$ cat config.mk
export PLATFORM = sky130hd
export DESIGN_NAME = load_store_unit
export DESIGN_NICKNAME = d
export VERILOG_FILES = /design/src/rtl/load_store_unit.sv
export SDC_FILE = /design/constraint.sdc
export NUM_CORES = 1
export LEC_CHECK = 0
export ABC_AREA = 0
export BUFFER_PORTS_ARGS = -buffer_cell sky130_fd_sc_hd__buf_2
export CAP_MARGIN = 20
export CORE_UTILIZATION = 54
export CTS_CLUSTER_SIZE = 40
export DETAILED_ROUTE_END_ITERATION = 8
export PLACE_DENSITY = 0.86
export SYNTH_ARGS = -nofsm -noshare
export SYNTH_HDL_FRONTEND = slang
export SYNTH_SLANG_ARGS = --single-unit
$ cat constraint.sdc
create_clock -name clk -period 2.96 [get_ports clk]
set_input_delay 0.592 -clock clk [delete_from_list [all_inputs] [get_ports clk]]
set_output_delay 0.592 -clock clk [all_outputs]
set_load 0.1 [all_outputs]
$ cat src/rtl/load_store_unit.sv
// Load/store unit: bridges the core datapath to a word-wide data memory port
// with byte enables and a ready handshake, and reports misaligned, illegal and
// timed-out accesses.
module load_store_unit #(
    parameter int unsigned TIMEOUT = 255
) (
    input  logic        clk,
    input  logic        rst,
    input  logic        MemRead,
    input  logic        MemWrite,
    input  logic [2:0]  funct3,
    input  logic [31:0] Addr,
    input  logic [31:0] WriteData,
    output logic [31:0] ReadData,
    output logic        Stall,
    output logic        Fault,
    output logic [1:0]  FaultCause,
    output logic        mem_req,
    output logic        mem_we,
    output logic [31:0] mem_addr,
    output logic [31:0] mem_wdata,
    output logic [3:0]  mem_be,
    input  logic [31:0] mem_rdata,
    input  logic        mem_ready
);

    localparam int unsigned CNT_W = 8;

    localparam logic [1:0] CAUSE_MISALIGN = 2'b01;
    localparam logic [1:0] CAUSE_TIMEOUT  = 2'b10;
    localparam logic [1:0] CAUSE_ILLEGAL  = 2'b11;

    typedef enum logic [1:0] {
        S_IDLE = 2'b00,
        S_REQ  = 2'b01,
        S_DONE = 2'b10
    } state_t;

    state_t             r_state;
    logic [CNT_W-1:0]   r_cnt;
    logic [2:0]         r_f3;
    logic [1:0]         r_off;

    logic               w_valid;
    logic               w_illegal;
    logic               w_misalign;
    logic [3:0]         w_be;
    logic [31:0]        w_wdata;
    logic [31:0]        w_byte_sh;
    logic [31:0]        w_half_sh;
    logic [31:0]        w_ext;
    logic               w_timeout;

    // Request decode: legality, alignment and store lane placement.
    always_comb begin
        w_valid    = MemRead | MemWrite;
        w_illegal  = (MemRead & MemWrite)
                   | (MemRead  & ((funct3 == 3'b011) | (funct3[2:1] == 2'b11)))
                   | (MemWrite & (funct3 > 3'b010));
        w_misalign = ((funct3[1:0] == 2'b10) & (Addr[1:0] != 2'b00))
                   | ((funct3[1:0] == 2'b01) & Addr[0]);
        w_be       = 4'b1111;
        w_wdata    = WriteData;
        case (funct3[1:0])
            2'b00: begin
                w_be    = 4'b0001 << Addr[1:0];
                w_wdata = {4{WriteData[7:0]}};
            end
            2'b01: begin
                w_be    = Addr[1] ? 4'b1100 : 4'b0011;
                w_wdata = {2{WriteData[15:0]}};
            end
            default: begin
                w_be    = 4'b1111;
                w_wdata = WriteData;
            end
        endcase
    end

    // Load lane selection and sign/zero extension from the captured access.
    always_comb begin
        w_byte_sh = mem_rdata >> {r_off, 3'b000};
        w_half_sh = mem_rdata >> {r_off[1], 4'b0000};
        case (r_f3)
            3'b000:  w_ext = {{24{w_byte_sh[7]}}, w_byte_sh[7:0]};
            3'b001:  w_ext = {{16{w_half_sh[15]}}, w_half_sh[15:0]};
            3'b100:  w_ext = {24'h000000, w_byte_sh[7:0]};
            3'b101:  w_ext = {16'h0000, w_half_sh[15:0]};
            default: w_ext = mem_rdata;
        endcase
        w_timeout = ((r_cnt + CNT_W'(1)) == CNT_W'(TIMEOUT));
    end

    // Stall covers the accepting IDLE cycle and every REQ cycle, never reset.
    always_comb begin
        Stall = rst & (((r_state == S_IDLE) & w_valid) | (r_state == S_REQ));
    end

    // Access sequencer with registered memory-port and result outputs.
    always_ff @(posedge clk or negedge rst) begin
        if (!rst) begin
            r_state    <= S_IDLE;
            r_cnt      <= '0;
            r_f3       <= '0;
            r_off      <= '0;
            mem_req    <= 1'b0;
            mem_we     <= 1'b0;
            mem_addr   <= '0;
            mem_wdata  <= '0;
            mem_be     <= '0;
            ReadData   <= '0;
            Fault      <= 1'b0;
            FaultCause <= '0;
        end else begin
            case (r_state)
                S_IDLE: begin
                    Fault      <= 1'b0;
                    FaultCause <= '0;
                    if (w_valid) begin
                        if (w_illegal) begin
                            r_state    <= S_DONE;
                            Fault      <= 1'b1;
                            FaultCause <= CAUSE_ILLEGAL;
                            ReadData   <= '0;
                        end else if (w_misalign) begin
                            r_state    <= S_DONE;
                            Fault      <= 1'b1;
                            FaultCause <= CAUSE_MISALIGN;
                            ReadData   <= '0;
                        end else begin
                            r_state   <= S_REQ;
                            r_cnt     <= '0;
                            r_f3      <= funct3;
                            r_off     <= Addr[1:0];
                            mem_req   <= 1'b1;
                            mem_we    <= MemWrite;
                            mem_addr  <= {Addr[31:2], 2'b00};
                            mem_be    <= w_be;
                            mem_wdata <= w_wdata;
                        end
                    end
                end
                S_REQ: begin
                    if (mem_ready) begin
                        r_state    <= S_DONE;
                        mem_req    <= 1'b0;
                        ReadData   <= mem_we ? 32'h0 : w_ext;
                        Fault      <= 1'b0;
                        FaultCause <= '0;
                    end else if (w_timeout) begin
                        r_state    <= S_DONE;
                        mem_req    <= 1'b0;
                        ReadData   <= '0;
                        Fault      <= 1'b1;
                        FaultCause <= CAUSE_TIMEOUT;
                    end else begin
                        r_cnt <= r_cnt + CNT_W'(1);
                    end
                end
                S_DONE: begin
                    r_state    <= S_IDLE;
                    Fault      <= 1'b0;
                    FaultCause <= '0;
                end
                default: begin
                    r_state <= S_IDLE;
                    mem_req <= 1'b0;
                end
            endcase
        end
    end

endmodule

# ---- Word level (Yosys, flattened, before mapping)
# Index checks and enable logic that the tools add are counted.
dict set report classes {
  n_addsub 1
  magnitude_cmp 1
  eq_ne 17
  shifts 3
  mux 40
  n_bitwise 16
  reduce_logical 12
}
# op count
set op_table {}
lappend op_table {{2-to-1 mux 32 bit} 6}
lappend op_table {{case mux 32 bit (2 select lines)} 2}
lappend op_table {{case mux 32 bit (4 select lines)} 1}
lappend op_table {{2-to-1 mux 8 bit} 5}
lappend op_table {{right shift 32 x 5 -> 16 bit} 1}
lappend op_table {{right shift 32 x 5 -> 8 bit} 1}
lappend op_table {{2-to-1 mux 2 bit} 8}
lappend op_table {{case mux 8 bit (2 select lines)} 1}
lappend op_table {{2-to-1 mux 1 bit} 11}
lappend op_table {{inequality test 2 bit, second input constant} 5}
lappend op_table {{adder 8 x 1 -> 8 bit, second input constant} 1}
lappend op_table {{equality test 8 bit, second input constant} 1}
lappend op_table {{case mux 4 bit (2 select lines)} 1}
lappend op_table {{AND reduction 4 bit} 2}
lappend op_table {{AND 1 bit} 7}
lappend op_table {{equality test 2 bit, second input constant} 3}
lappend op_table {{equality test 3 bit, second input constant} 2}
lappend op_table {{inequality test 3 bit, second input constant} 2}
lappend op_table {{bitwise OR 1 bit} 6}
lappend op_table {{case mux 1 bit (3 select lines)} 2}
lappend op_table {{case mux 2 bit (3 select lines)} 1}
lappend op_table {{AND reduction 6 bit} 1}
lappend op_table {{AND reduction 5 bit} 1}
lappend op_table {{equality test 2 x 1 -> 1 bit, second input constant} 2}
lappend op_table {{other kinds (12)} 17}
dict set report totals {
  ff_bits 118
  output_inout_bits 106
}

# ---- Logic depth before layout (Yosys ltp)
# Gate-level depths: netlist (run 1).
dict set report logic_depth {
  depth_word 8
  depth_mapped 10
}

# ---- Worst setup path before layout (run 1)
# Ideal clock, no wire load.
dict set report synth_timing {
  path_type {register -> output}
  from {reg r_state[0]}
  to {out Stall}
  arrival_time_ns 1.743
  t_required_ns 2.368
  path_slack_ns 0.625
  stages_incl_launch_ff 6
  n_path_buf 0
  cell_sequence {dfrtp_1 inv_1 ha_1 inv_1 nor2_1 o21a_1}
}
dict set report synth_via {
  elab_chain_len 4
  word_cells_on_any_way 5
  classes_between {eq/ne: 1; bitwise: 3; reduce/logical: 1}
}
# item line
set synth_lines {}
lappend synth_lines {{start, declared} 39} ;# state_t r_state;
lappend synth_lines {{start signal, assigned} 102} ;# r_state <= S_IDLE;
lappend synth_lines {{start signal, assigned} 121} ;# r_state <= S_DONE;
lappend synth_lines {{start signal, assigned} 126} ;# r_state <= S_DONE;
lappend synth_lines {{zero test 2 bit} 96} ;# Stall = rst & (((r_state == S_IDLE) & w_valid) | (r_state == S_REQ));
lappend synth_lines {{AND 1 bit} 96}
lappend synth_lines {{bitwise OR 1 bit (*)} 96}
lappend synth_lines {{AND 1 bit (*)} 96}
lappend synth_lines {{end, declared} 15} ;# output logic Stall,
# Every way passes the cells marked *; elsewhere a longest branch is shown, timed or not.

# ---- Worst setup path in the final report (run 1)
# Ends and elaborated chain as after synthesis.

==> results_dict.tcl, run 1 <==
set metrics [dict create \
    diodes 0 \
    synth_ff_type "dfrtp_1" \
    syn_inst 515 \
    grt_antenna_before_repair 0 \
    regToRegSetupSlack_ps 460 \
    antenna_left 0 \
    seqCellArea_sq_um 2950 \
    clock-sinks 118 \
    crit_family "buffers and inverters" \
    cts_tree "yes" \
    critPathCaptureType "primary output" \
    cts-resized-gates 0 \
    gp_congestion 0.922 \
    grt_pass1_vias 5065 \
    via_count 5032 \
    fmax_mhz 357 \
    postCtsSetupBuffers 0 \
    maxSlewHeadroom_pct 38.9 \
    grt-ovfl-total 0 \
    crit_required_ps 2370 \
    yosysSeqAreaShare_pct 51.6 \
    grt_use_total_pct 29.4 \
    multi_input_area_sq_um 2540 \
    fillCellCount 683 \
    min_period_ps 2800 \
    synthTopCellsByCount "dfrtp_1 (118), mux2_2 (50), a21oi_1 (47)" \
    worstPathMaxFanout 6 \
    max-cap-violations 0 \
    design.core.area_sq_um 10300 \
    via_per_inst 5.78 \
    dieArea_sq_um 11000 \
    drcViolationCount 0 \
    synth-edff-count 0 \
    ys_types 49 \
    drive_gt1_share_pct 42.0 \
    crit_chain "inv_1 > ha_1 > inv_1 > nor2_1 > o21a_1 > buf_12" \
    ys_ff_latch 118 \
    crit_top_cell "inv_1" \
    port_buffers 207 \
    io_pins 210 \
    fin_cells 870 \
    fin_tns_setup_ps 0 \
    critPathMaxStageDelay_ps 400 \
    outcome "completed" \
    arrival_ps 2210 \
    syn_area_per_cell_sq_um 11.1 \
    post-route-period-util_pct 94.7 \
    yosys_warnings 0 \
    timing.rr.start "r_state[0]$_DFFE_PN0P_" \
    path_clk_slew_ps 50 \
    dieHeight_um 105 \
    yosysTopAreaCell "dfrtp_1" \
    synth.top_cell.area_share_pct 51.6 \
    cts-root-buf "clkbuf_8" \
    r2r-end "mem_wdata[3]$_DFFE_PN0P_" \
    final_max_slew_viol_count 0 \
    clk_path_buf_depth 2 \
    dp.cells 838 \
    worstMarginPinSlew_ps 916 \
    finalHoldViolCount 0 \
    yosysMostFrequentCell "dfrtp_1" \
    final_nets 831 \
    placementRows 37 \
    worstSkewPairLatency_ps 520 \
    setup_viol 0 \
    critical_path_class "flop to primary output" \
    drt_wl_total_um 15600 \
    dpl.hpwl_um 11000 \
    start_util_pct 55.4 \
    grt_max_degree 68 \
    avgRoutedWirePerCell_um 17.9 \
    syn2layout_area_growth_pct 31.2 \
    skew_ps 11.7 \
    dieWidth_um 105 \
    hold_path_class "input port to async pin" \
    start_kind "flop" \
    reg2reg_depth 7 \
    htreeDepth 4 \
    synthArstFlopShare_pct 100 \
    cts_hold_buf 0 \
    grt_pass1_wl_um 25100 \
    numCtsBuffers 17 \
    slowest_stage "dfrtp_1" \
    crit_buf_inv 3 \
    dr.pass1.iters 5 \
    syn_area_sq_um 5720 \
    synth_top_cells_by_area "dfrtp_1 (52%), mux2_2 (9.8%), mux2i_1 (5.9%)" \
    rsz0062_at_grt "no" \
    drt_iter0_drc 346 \
]
logic make-up after synthesis:
logic type | Yosys count | synth area share [%]
simple gates | 93 | 7.54
flops | 118 | 51.6
compound gates | 160 | 18.6
mux | 87 | 16.7
buf+inv | 50 | 4.22
fa+ha+maj | 6 | 1.31
other cells | 1 | 0.0655
worst max-delay path by stage:
stage,startpoint,to,slack (ps),depth (start not counted)
final,r_state[0]$_DFFE_PN0P_,Stall,160,6
after global routing,r_state[0]$_DFFE_PN0P_,Stall,40,6
after CTS,r_state[0]$_DFFE_PN0P_,Stall,160,6
after detailed placement,funct3[0],ReadData[20]$_DFFE_PN0P_,420,7
after global placement,funct3[0],ReadData[26]$_DFFE_PN0P_,280,6
after floorplan,r_state[0]$_DFFE_PN0P_,Stall,620,5
worst register-to-register path, delay by kind of cell (launching register included):
family / cells / cell delay [ps]
adders and majority gates: 1 / 340
DFF: 1 / 400
buffers and inverters: 3 / 510
and+or+nand+nor: 2 / 760
muxes: 1 / 360
state kept, by name, indices dropped and copies added (netlist names):
name,count
ReadData,32
mem_wdata,32
mem_addr,30
r_cnt,8
mem_be,4
r_f3,3
FaultCause,2
r_off,2
r_state,2
Fault,1
mem_req,1
mem_we,1
final cells by class:
class	count	share of cell area [%]
tap	136	2.27
clock buffer	20	5.67
sequential	118	39.3
timing repair buffer	220	16.1
clock inverter	12	2.05
inverter	16	0.800
multi-input combinational	348	33.8
metal layers:
metal | up-vias | routed length, um | GRT usage (%)
met3 | 29 | 1260 | 7.42
met1 | 2426 | 6150 | 36.8
met5 | - | 0 | 0
met4 | 0 | 272 | 9.96
met2 | 279 | 7920 | 49.5
li1 | 2298 | - | -
layout by cell type, fill, tap and decap left out, types with 3 or more instances in the layout:
master / netlist / final
buf_2: 13 / 205
dfrtp_1: 118 / 118
mux2_2: 50 / 50
a21oi_1: 47 / 47
nor2_1: 35 / 35
mux2i_1: 34 / 34
o2bb2ai_1: 33 / 33
o21ai_0: 32 / 32
nand2_1: 28 / 28
inv_1: 16 / 16
clkbuf_16: 0 / 16
o22ai_1: 15 / 15
buf_4: 2 / 10
a2bb2oi_1: 9 / 9
ha_1: 6 / 6
and2_1: 5 / 5
a31oi_1: 5 / 5
nor3_1: 4 / 4
nand2b_1: 4 / 4
nand3_1: 4 / 4
buf_12: 0 / 4
nand4_1: 3 / 3
clkbuf_1: 13 / 3
bufinv_16: 0 / 3
clkinv_2: 0 / 3
clkinvlp_4: 0 / 3
stage by stage:
step	area [sq um]	hold slack (ps)	worst slack, ps	util [%]
floorplan	5730	296	625	-
global placement	6900	467	276	66.9
detailed placement	6930	472	422	67.1
CTS	7510	222	163	72.7
global route	7510	265	40.4	72.7
finish	7510	215	158	72.7
Power of run 1 is not shown: default switching activity piles up to over one toggle a cycle in this logic, so the estimate is an artifact.
==> inputs of run 2 (changes only) <==
- PLACE_DENSITY: 0.86 -> 0.92
==> results_dict.tcl, run 2 (synthesis gave the netlist of run 1 again) <==
set metrics [dict create \
    grtUsageMet1_pct 36.7 \
    grt-ovfl-total 0 \
    grt_pass1_wl_um 26400 \
    critPathCaptureType "primary output" \
    rsz0062_at_grt "no" \
    clk_path_buf_depth 2 \
    critPathLaunch "r_state[0]$_DFFE_PN0P_" \
    dpl.hpwl_um 11700 \
    avgRoutedWirePerCell_um 19.1 \
    syn2layout_area_growth_pct 30.4 \
    reg_top3 "ReadData: 32 flops, mem_wdata: 32 flops, mem_addr: 30 flops" \
    skew_ps 9.57 \
    critPathMaxStageDelay_ps 400 \
    timing.rr.start "r_cnt[1]$_DFFE_PN0P_" \
    dp.cells 836 \
    design.core.area_sq_um 10300 \
    worstSkewPairLatency_ps 520 \
    fin_hold_ws_ps 309 \
    multi_input_area_sq_um 2540 \
    via_count 5173 \
    fin_cells 870 \
    fmax_mhz 371 \
    cts_tree "yes" \
    place_area_sq_um 6870 \
    slowest_stage "dfrtp_1" \
    start_kind "flop" \
    r2r-end "ReadData[19]$_DFFE_PN0P_" \
    dieHeight_um 105 \
    dr.pass1.iters 5 \
    worstPathMaxFanout 6 \
    drt_iter0_drc 346 \
    crit_chain "inv_1 > ha_1 > inv_1 > nor2_1 > o21a_1 > buf_12" \
    htreeDepth 4 \
    cts-resized-gates 0 \
    grt_max_degree 52 \
    final_nets 831 \
    placementRows 37 \
    use_met3_pct 8.36 \
    reg2reg_depth 7 \
    crit_required_ps 2370 \
    final_max_slew_viol_count 0 \
    post-route-period-util_pct 91.2 \
    grt_antenna_before_repair 0 \
    drt_wl_total_um 16600 \
    start_util_pct 55.4 \
    fin_tns_setup_ps 0 \
    numCtsBuffers 17 \
    mostFrequentLayoutCell "buf_2" \
    drive_gt1_share_pct 42.2 \
    design_area_sq_um 7460 \
    gp_congestion 0.892 \
    dieArea_sq_um 11000 \
    arrival_ps 2110 \
    regToRegSetupSlack_ps 500 \
    grtUsageMet2_pct 52.4 \
    worstMarginPinSlew_ps 962 \
    hold_path_class "input port to flop" \
    path_clk_slew_ps 60 \
    finalHoldViolCount 0 \
    setup_viol 0 \
    fillCellCount 673 \
    maxSlewHeadroom_pct 35.9 \
    clock-sinks 118 \
    cts-root-buf "clkbuf_8" \
    grt_pass1_vias 5379 \
    antenna_left 0 \
    mostFrequentLayoutCells "buf_2 (205), dfrtp_1 (118), mux2_2 (50)" \
    outcome "completed" \
    seqCellArea_sq_um 2950 \
    endpoint "Stall" \
    min_period_ps 2700 \
    grt_use_total_pct 30.8 \
    via_per_inst 5.95 \
    max-cap-violations 0 \
    dieWidth_um 105 \
    io_pins 210 \
    critical_path_class "flop to primary output" \
    port_buffers 207 \
    drcViolationCount 0 \
    diodes 0 \
    crit_top_cell "inv_1" \
    top_usage_layer "met2" \
]
-- run 2: timing repair --
| item | CTS | global route |
|---|---|---|
| hold endpoints to repair | 3 | 0 |
| hold buffers | 1 | 0 |
| buffers inserted | 0 | 0 |
-- run 2: layout make-up --
cell class / count / share of cell area (%)
inverters: 16 / 0.805
clock buffers: 17 / 5.55
multi-input cells: 348 / 34.0
clock inverters: 15 / 2.06
well taps: 136 / 2.28
repair buffers: 220 / 15.7
flip-flops and latches: 118 / 39.6
-- run 2: critical path, delay by kind of cell (launching register included) --
kind,cells,cell delay [ps]
compound gates,1,190
fa+ha+maj,1,330
buf+inv,3,460
flops,1,400
simple gates,1,210
-- run 2: routing by layer --
metal | share of wire, % | wire, um
met3 | 7.7 | 1270
met2 | 51 | 8510
met5 | 0 | 0
met1 | 38 | 6350
met4 | 2.9 | 479
-- run 2: worst min path at each step --
stage | start | endpoint | slack (ps) | cells past startpoint
5_1_grt | Addr[12] | mem_addr[12]$_DFFE_PN0P_ | 290 | 2
3_5_place_dp | ReadData[16]$_DFFE_PN0P_ | ReadData[16]$_DFFE_PN0P_ | 470 | 1
6_report | Addr[25] | mem_addr[25]$_DFFE_PN0P_ | 310 | 2
4_1_cts | Addr[25] | mem_addr[25]$_DFFE_PN0P_ | 290 | 2
3_3_place_gp | ReadData[4]$_DFFE_PN0P_ | ReadData[4]$_DFFE_PN0P_ | 470 | 1
2_1_floorplan | rst | Fault$_DFFE_PN0P_ | 300 | 0
-- run 2: stage by stage --
stage | setup WS, ps | utilization, %
after floorplan | 625 | -
after global placement | 306 | 66.5
after detailed placement | 155 | 66.5
after CTS | 280 | 72.1
after global routing | 163 | 72.3
final | 262 | 72.3
Power of run 2 is left out for the same reason.
